`src/rtl/demux_1to2_buf_if.sv`:
```
// Handshake bundle for demux_1to2_buf: one source stream in, two destination
// streams out. The DUT connects through the slave modport. The environment
// (producer plus both consumers) connects through the master modport.
interface demux_1to2_buf_if #(
   parameter int size = 32
) ();
   logic [size-1:0] data_i;
   logic            select_i;
   logic            valid_i;
   logic            ready_o;
   logic [size-1:0] data0_o;
   logic            valid0_o;
   logic            ready0_i;
   logic [size-1:0] data1_o;
   logic            valid1_o;
   logic            ready1_i;

   modport slave (
      input  data_i, select_i, valid_i, ready0_i, ready1_i,
      output ready_o, data0_o, valid0_o, data1_o, valid1_o
   );

   modport master (
      output data_i, select_i, valid_i, ready0_i, ready1_i,
      input  ready_o, data0_o, valid0_o, data1_o, valid1_o
   );
endinterface

```
`src/rtl/demux_1to2_buf.sv`:
```
// Buffered 1-to-2 demultiplexer. Each source word is steered by select_i into
// a per-destination FIFO of 'depth' entries. Because each side has its own
// buffer, a stalled consumer only blocks words that are headed for its side.
// The interface instance must use the same 'size' as this module.
// Optional macro DEMUX_1TO2_BUF_COUNT_EN adds count0_o/count1_o. These are
// 16-bit wrapping counts of completed output handshakes on each side.
module demux_1to2_buf #(
   parameter int size  = 32,
   parameter int depth = 2
) (
   input  logic                 clk_i,
   input  logic                 rst_i,
   demux_1to2_buf_if.slave      bus
`ifdef DEMUX_1TO2_BUF_COUNT_EN
   ,
   output logic [15:0]          count0_o,
   output logic [15:0]          count1_o
`endif
);
   localparam int              AW      = $clog2(depth);
   localparam logic [AW:0]     DEPTH_C = (AW+1)'(depth);
   localparam logic [AW:0]     CNT_ONE = (AW+1)'(1);
   localparam logic [AW-1:0]   PTR_ONE = AW'(1);

   logic [1:0]      w_full;
   logic [1:0]      w_empty;
   logic [1:0]      w_sel;
   logic [1:0]      w_push;
   logic [1:0]      w_pop;
   logic            w_ready;
   logic [size-1:0] w_head [2];
`ifdef DEMUX_1TO2_BUF_COUNT_EN
   logic [15:0]     r_pop_cnt [2];
`endif

   // A full side refuses the word even if it pops this cycle. This keeps
   // ready_o independent of the consumer ready inputs.
   assign w_ready     = ~w_full[bus.select_i];
   assign bus.ready_o = w_ready;
   assign w_sel       = {bus.select_i, ~bus.select_i};
   assign w_push      = w_sel & {2{bus.valid_i & w_ready}};
   assign w_pop       = ~w_empty & {bus.ready1_i, bus.ready0_i};

   assign bus.valid0_o = ~w_empty[0];
   assign bus.valid1_o = ~w_empty[1];
   assign bus.data0_o  = w_head[0];
   assign bus.data1_o  = w_head[1];

`ifdef DEMUX_1TO2_BUF_COUNT_EN
   assign count0_o = r_pop_cnt[0];
   assign count1_o = r_pop_cnt[1];
`endif

   for (genvar k = 0; k < 2; k++) begin : side_g
      logic [size-1:0] r_mem [depth];
      logic [AW-1:0]   r_wptr;
      logic [AW-1:0]   r_rptr;
      logic [AW:0]     r_count;

      assign w_full[k]  = (r_count == DEPTH_C);
      assign w_empty[k] = (r_count == '0);
      assign w_head[k]  = w_empty[k] ? '0 : r_mem[r_rptr];

      // Pointer and occupancy bookkeeping. Reset wins over push and pop.
      always_ff @(posedge clk_i) begin
         if (rst_i) begin
            r_wptr  <= '0;
            r_rptr  <= '0;
            r_count <= '0;
         end else begin
            if (w_push[k]) r_wptr <= r_wptr + PTR_ONE;
            if (w_pop[k])  r_rptr <= r_rptr + PTR_ONE;
            case ({w_push[k], w_pop[k]})
               2'b10:   r_count <= r_count + CNT_ONE;
               2'b01:   r_count <= r_count - CNT_ONE;
               default: r_count <= r_count;
            endcase
         end
      end

      // Storage is not reset. Only the pointers decide which entries are live.
      always_ff @(posedge clk_i) begin
         if (!rst_i && w_push[k]) r_mem[r_wptr] <= bus.data_i;
      end

`ifdef DEMUX_1TO2_BUF_COUNT_EN
      // Completed output handshakes on this side, wrapping at 16 bits.
      always_ff @(posedge clk_i) begin
         if (rst_i)          r_pop_cnt[k] <= '0;
         else if (w_pop[k])  r_pop_cnt[k] <= r_pop_cnt[k] + 16'd1;
      end
`endif
   end
endmodule
```
`src/flat_wrapper.sv`:
```
// flat-port wrapper written by rule: the top's interface ports become plain ports
module demux_1to2_buf_flat 
#(
   parameter int size  = 32,
   parameter int depth = 2
)
  (clk_i, rst_i, bus_data_i, bus_select_i, bus_valid_i, bus_ready0_i, bus_ready1_i, bus_ready_o, bus_data0_o, bus_valid0_o, bus_data1_o, bus_valid1_o);
  demux_1to2_buf_if #(.size(size)) bus_i ();
  input  logic clk_i;
  input  logic rst_i;
  input wire logic [$bits(bus_i.data_i)-1:0] bus_data_i;
  input wire logic [$bits(bus_i.select_i)-1:0] bus_select_i;
  input wire logic [$bits(bus_i.valid_i)-1:0] bus_valid_i;
  input wire logic [$bits(bus_i.ready0_i)-1:0] bus_ready0_i;
  input wire logic [$bits(bus_i.ready1_i)-1:0] bus_ready1_i;
  output wire logic [$bits(bus_i.ready_o)-1:0] bus_ready_o;
  output wire logic [$bits(bus_i.data0_o)-1:0] bus_data0_o;
  output wire logic [$bits(bus_i.valid0_o)-1:0] bus_valid0_o;
  output wire logic [$bits(bus_i.data1_o)-1:0] bus_data1_o;
  output wire logic [$bits(bus_i.valid1_o)-1:0] bus_valid1_o;
  assign bus_i.data_i = bus_data_i;
  assign bus_i.select_i = bus_select_i;
  assign bus_i.valid_i = bus_valid_i;
  assign bus_i.ready0_i = bus_ready0_i;
  assign bus_i.ready1_i = bus_ready1_i;
  assign bus_ready_o = bus_i.ready_o;
  assign bus_data0_o = bus_i.data0_o;
  assign bus_valid0_o = bus_i.valid0_o;
  assign bus_data1_o = bus_i.data1_o;
  assign bus_valid1_o = bus_i.valid1_o;
  demux_1to2_buf #(.size(size), .depth(depth)) u_core (.clk_i(clk_i), .rst_i(rst_i), .bus(bus_i));
endmodule
```
`config.mk`:
```
export PLATFORM = sky130hd
export DESIGN_NAME = demux_1to2_buf_flat
export DESIGN_NICKNAME = d
export VERILOG_FILES = /design/src/rtl/demux_1to2_buf_if.sv /design/src/rtl/demux_1to2_buf.sv /design/src/flat_wrapper.sv
export SDC_FILE = /design/constraint.sdc
export NUM_CORES = 1
export LEC_CHECK = 0
export BUFFER_PORTS_ARGS = -buffer_cell sky130_fd_sc_hd__buf_2
export CAP_MARGIN = 0
export CORE_MARGIN = 2
export CORE_UTILIZATION = 45
export DETAILED_ROUTE_END_ITERATION = 8
export GPL_ROUTABILITY_DRIVEN = 1
export PLACE_DENSITY = 0.73
export SKIP_LAST_GASP = 1
export SLEW_MARGIN = 20
export SYNTH_ARGS = -nofsm -noshare
export SYNTH_HDL_FRONTEND = slang
export SYNTH_SLANG_ARGS = --single-unit
```
`constraint.sdc`:
```
create_clock -name clk_i -period 3.11 [get_ports clk_i]
set_input_delay 0.1555 -clock clk_i [delete_from_list [all_inputs] [get_ports clk_i]]
set_output_delay 0.1555 -clock clk_i [all_outputs]
set_load 0.05 [all_outputs]
```
==> flow_summary.yaml <==
setup_path:
  critical-path-slowest-cell: "dfxtp_2"
  crit_path_max_fanout: 32
  path_class: "register to primary output"
  critPathCaptureType: "primary output"
  worstPathRequired_ps: 2950
  slowest_delay_ps: 990
  cp_top_family: "flip-flops"
  path_cells: "mux2i_1 -> nor2_1 -> buf_2"
  arrival_ps: 2070
  start_kind: "register"
  worst-path-buf-inv: 1
global_routing:
  grt_usage_pct: 16.8
  grt_pass1_vias: 3103
  grt_pass1_wl_um: 16000
  antenna_found_initial: 0
  grt_max_degree: 34
  overflow: 0
cells_and_area:
  diodes: 0
  multi_input_area_sq_um: 1170
  drive_gt1_share_pct: 29.9
  design_area_sq_um: 6910
  num-nets-final: 510
  final-seq-area_sq_um: 4050
  fill_cells: 893
  synthToLayoutAreaGrowth_pct: 31.0
timing:
  hold_viol_final: 0
  finalMaxSlewViolations: 0
  worstMarginPinSlew_ps: 1000
  fin_crit_sh_pct: 71.7
  setup-violations-final: 0
  setup-tns-final_ps: 0
  rsz0062_at_grt: "no"
  whs_ps: 77.8
  fmax_ghz: 0.449
  final.min_clock_period_ps: 2230
  skew_ps: 6.11
  slew_headroom_pct: 33.1
synth:
  syn_area_sq_um: 5280
  synth_commonest_cells: "edfxtp_1 (128), nor2_1 (76), mux2i_1 (64), buf_2 (11), dfxtp_1 (10)"
  yosysSeqAreaShare_pct: 76.6
  ys_async_sr_fraction_pct: 0
  synth_seq_cells: 138
  yosys.area.top_type: "edfxtp_1"
  synth_warnings: 0
  synth-edff-count: 128
  synth_area_leaders: "edfxtp_1 (73%), mux2i_1 (12%), nor2_1 (5.4%), dfxtp_1 (3.8%), buf_2 (1.0%)"
  synth_top_area_share_pct: 72.8
  syn_nets: 367
  synth_most_common_cell: "edfxtp_1"
  syn_avg_cell_area_sq_um: 16.1
  syn_inst: 327
  synth-main-ff-cell: "edfxtp_1"
  synth.distinct_cells: 23
die:
  fp.dieH_um: 112
  die_w_um: 112
  start_util_pct: 46.2
  die_area_sq_um: 12600
  core_sq_um: 11400
  io-pin-count: 105
  num_rows: 39
route:
  drtIter0Drc: 111
  first_pass_iters: 4
  antenna_left: 0
  top_layer: "met4"
  routed_wl_um: 9960
  wl_per_cell_um: 16.0
  drc: 0
  wl_met2_um: 5060
  dr_wl_met3_um: 493
  vias: 3034
  via_per_inst: 4.86
  wl_met1_um: 4330
pwr:
  powerDensity_nw_per_um2: 1030
  seqPwrFrac_pct: 32.7
  power_leakage_nw: 2.58
  switchingPower_mw: 2.91
  p_sw_share_pct: 40.8
  p_clk_share_pct: 29.8
  intPower_mw: 4.21
  vdd.ir_drop.worst_uv: 746
  combPwrFrac_pct: 37.5
clock_tree:
  clock-sinks: 138
  clkTransAtPathRegs_ps: 60
  cts-root-buf: "clkbuf_16"
  insertion_delay_ps: 410
  clockBufferDepth: 2
  cts_buffers: 17
  ctsHtreeMaxLevel: 4
  cts_tree: "yes"
  post_cts_resize_count: 0
run_status:
  status: "completed"
placement:
  gp_congestion: 0.716
  dp_hpwl_um: 6190
  io_buffer_count: 104
  place_area_sq_um: 5960
min_path:
  hold_path.class: "primary input to register"
flow_run:
  drv_cap: 0
[final timing paths]
| kind | startpoint | slack, ps | cells past startpoint | endpoint |
|---|---|---|---|---|
| min reg2reg | u_core.side_g[1].r_rptr$_SDFFE_PP0P_ | 510 | 2 | u_core.side_g[1].r_rptr$_SDFFE_PP0P_ |
| max | register | 880 | 3 | bus_data1_o[21] |
| min | rst_i | 80 | 2 | u_core.side_g[0].r_count[0]$_SDFFE_PP0P_ |
| max reg2reg | u_core.side_g[1].r_count[0]$_SDFFE_PP0P_ | 1070 | 3 | u_core.side_g[1].r_mem[1][13]$_DFFE_PP_ |
[per-layer routing]
layer	track usage (%)	vias to the layer above
met3	4.75	7
met1	20.9	1455
met5	0	-
met2	28.6	85
li1	-	1487
met4	5.61	0
[power by group through the flow]
stage | Clock [mW] | Combinational (mW) | Sequential, mW
floorplan | 0 | 2.20 | 2.22
global placement | 0 | 2.65 | 2.36
detailed placement | 0 | 2.67 | 2.37
CTS | 2.15 | 2.71 | 2.33
global route | 2.23 | 2.84 | 2.35
finish | 2.12 | 2.67 | 2.33
[repair_timing]
item | CTS | global route
endpoints found under the hold margin | 128 | 0
hold buffers | 32 | 0
buffers inserted | 0 | 0
[layout make-up]
class                      count  area share, %
clock buffer                  18           6.21
clock inverter                12           2.90
inverter                       6          0.326
multi-input combinational    168           17.0
sequential                   138           58.5
tap                          143           2.59
timing repair buffer         139           12.5
[cells in the final DEF (no fill, tap or decap), types with 2 or more instances in the layout]
master         synthesis  layout
a21oi_1                2       2
buf_2                 11     104
buf_4                  3       3
bufinv_16              0       5
clkbuf_16              0      17
clkinv_4               0       3
clkinvlp_4             0       2
dfxtp_1               10       8
dfxtp_2                0       2
dlygate4sd3_1          0      32
edfxtp_1             128     128
ha_1                   2       2
inv_1                  6       6
mux2i_1               64      64
nand2b_1               2       2
nand3_1                2       2
nor2_1                76      72
nor2_4                 0       4
nor2b_1                2       2
o21ai_0                4       4
or3_1                  2       2
xnor2_1                2       2
xor2_1                 4       4
[worst reg2reg max path: cells and delay by family (launching register included)]
kind / cells / cell delay [ps]
DFF: 1 / 450
and+or+nand+nor: 3 / 1200
[state kept, by name (all words and copies together) (netlist names), named ones only]
name	count
u_core.side_g.r_mem	128
u_core.side_g.r_count	4
u_core.side_g.r_wptr	2
u_core.side_g.r_rptr	2
[kinds of logic (layout without fill, tap and decap cells)]
kind of cell    Yosys count  after routing  synth area share, %
fa+ha+maj                 2              2                0.474
buf+inv                  21            175                 1.97
flops                   138            138                 76.6
mux                      65             65                 12.4
xor+xnor                  6              6                0.996
compound gates            8              8                0.925
simple gates             87             87                 6.66
[stage by stage]
stage | utilization [%] | total power, mW | std cells | worst slack, ps
4_1_cts | 60.5 | 7.20 | 624 | 824
6_report | 60.5 | 7.12 | 624 | 881
3_3_place_gp | 52.2 | 5.01 | 562 | 1120
2_1_floorplan | - | 4.42 | 327 | 680
3_5_place_dp | 52.2 | 5.04 | 562 | 1060
5_1_grt | 60.5 | 7.42 | 624 | 718
No activity file was read; power rests on OpenSTA's default activity.
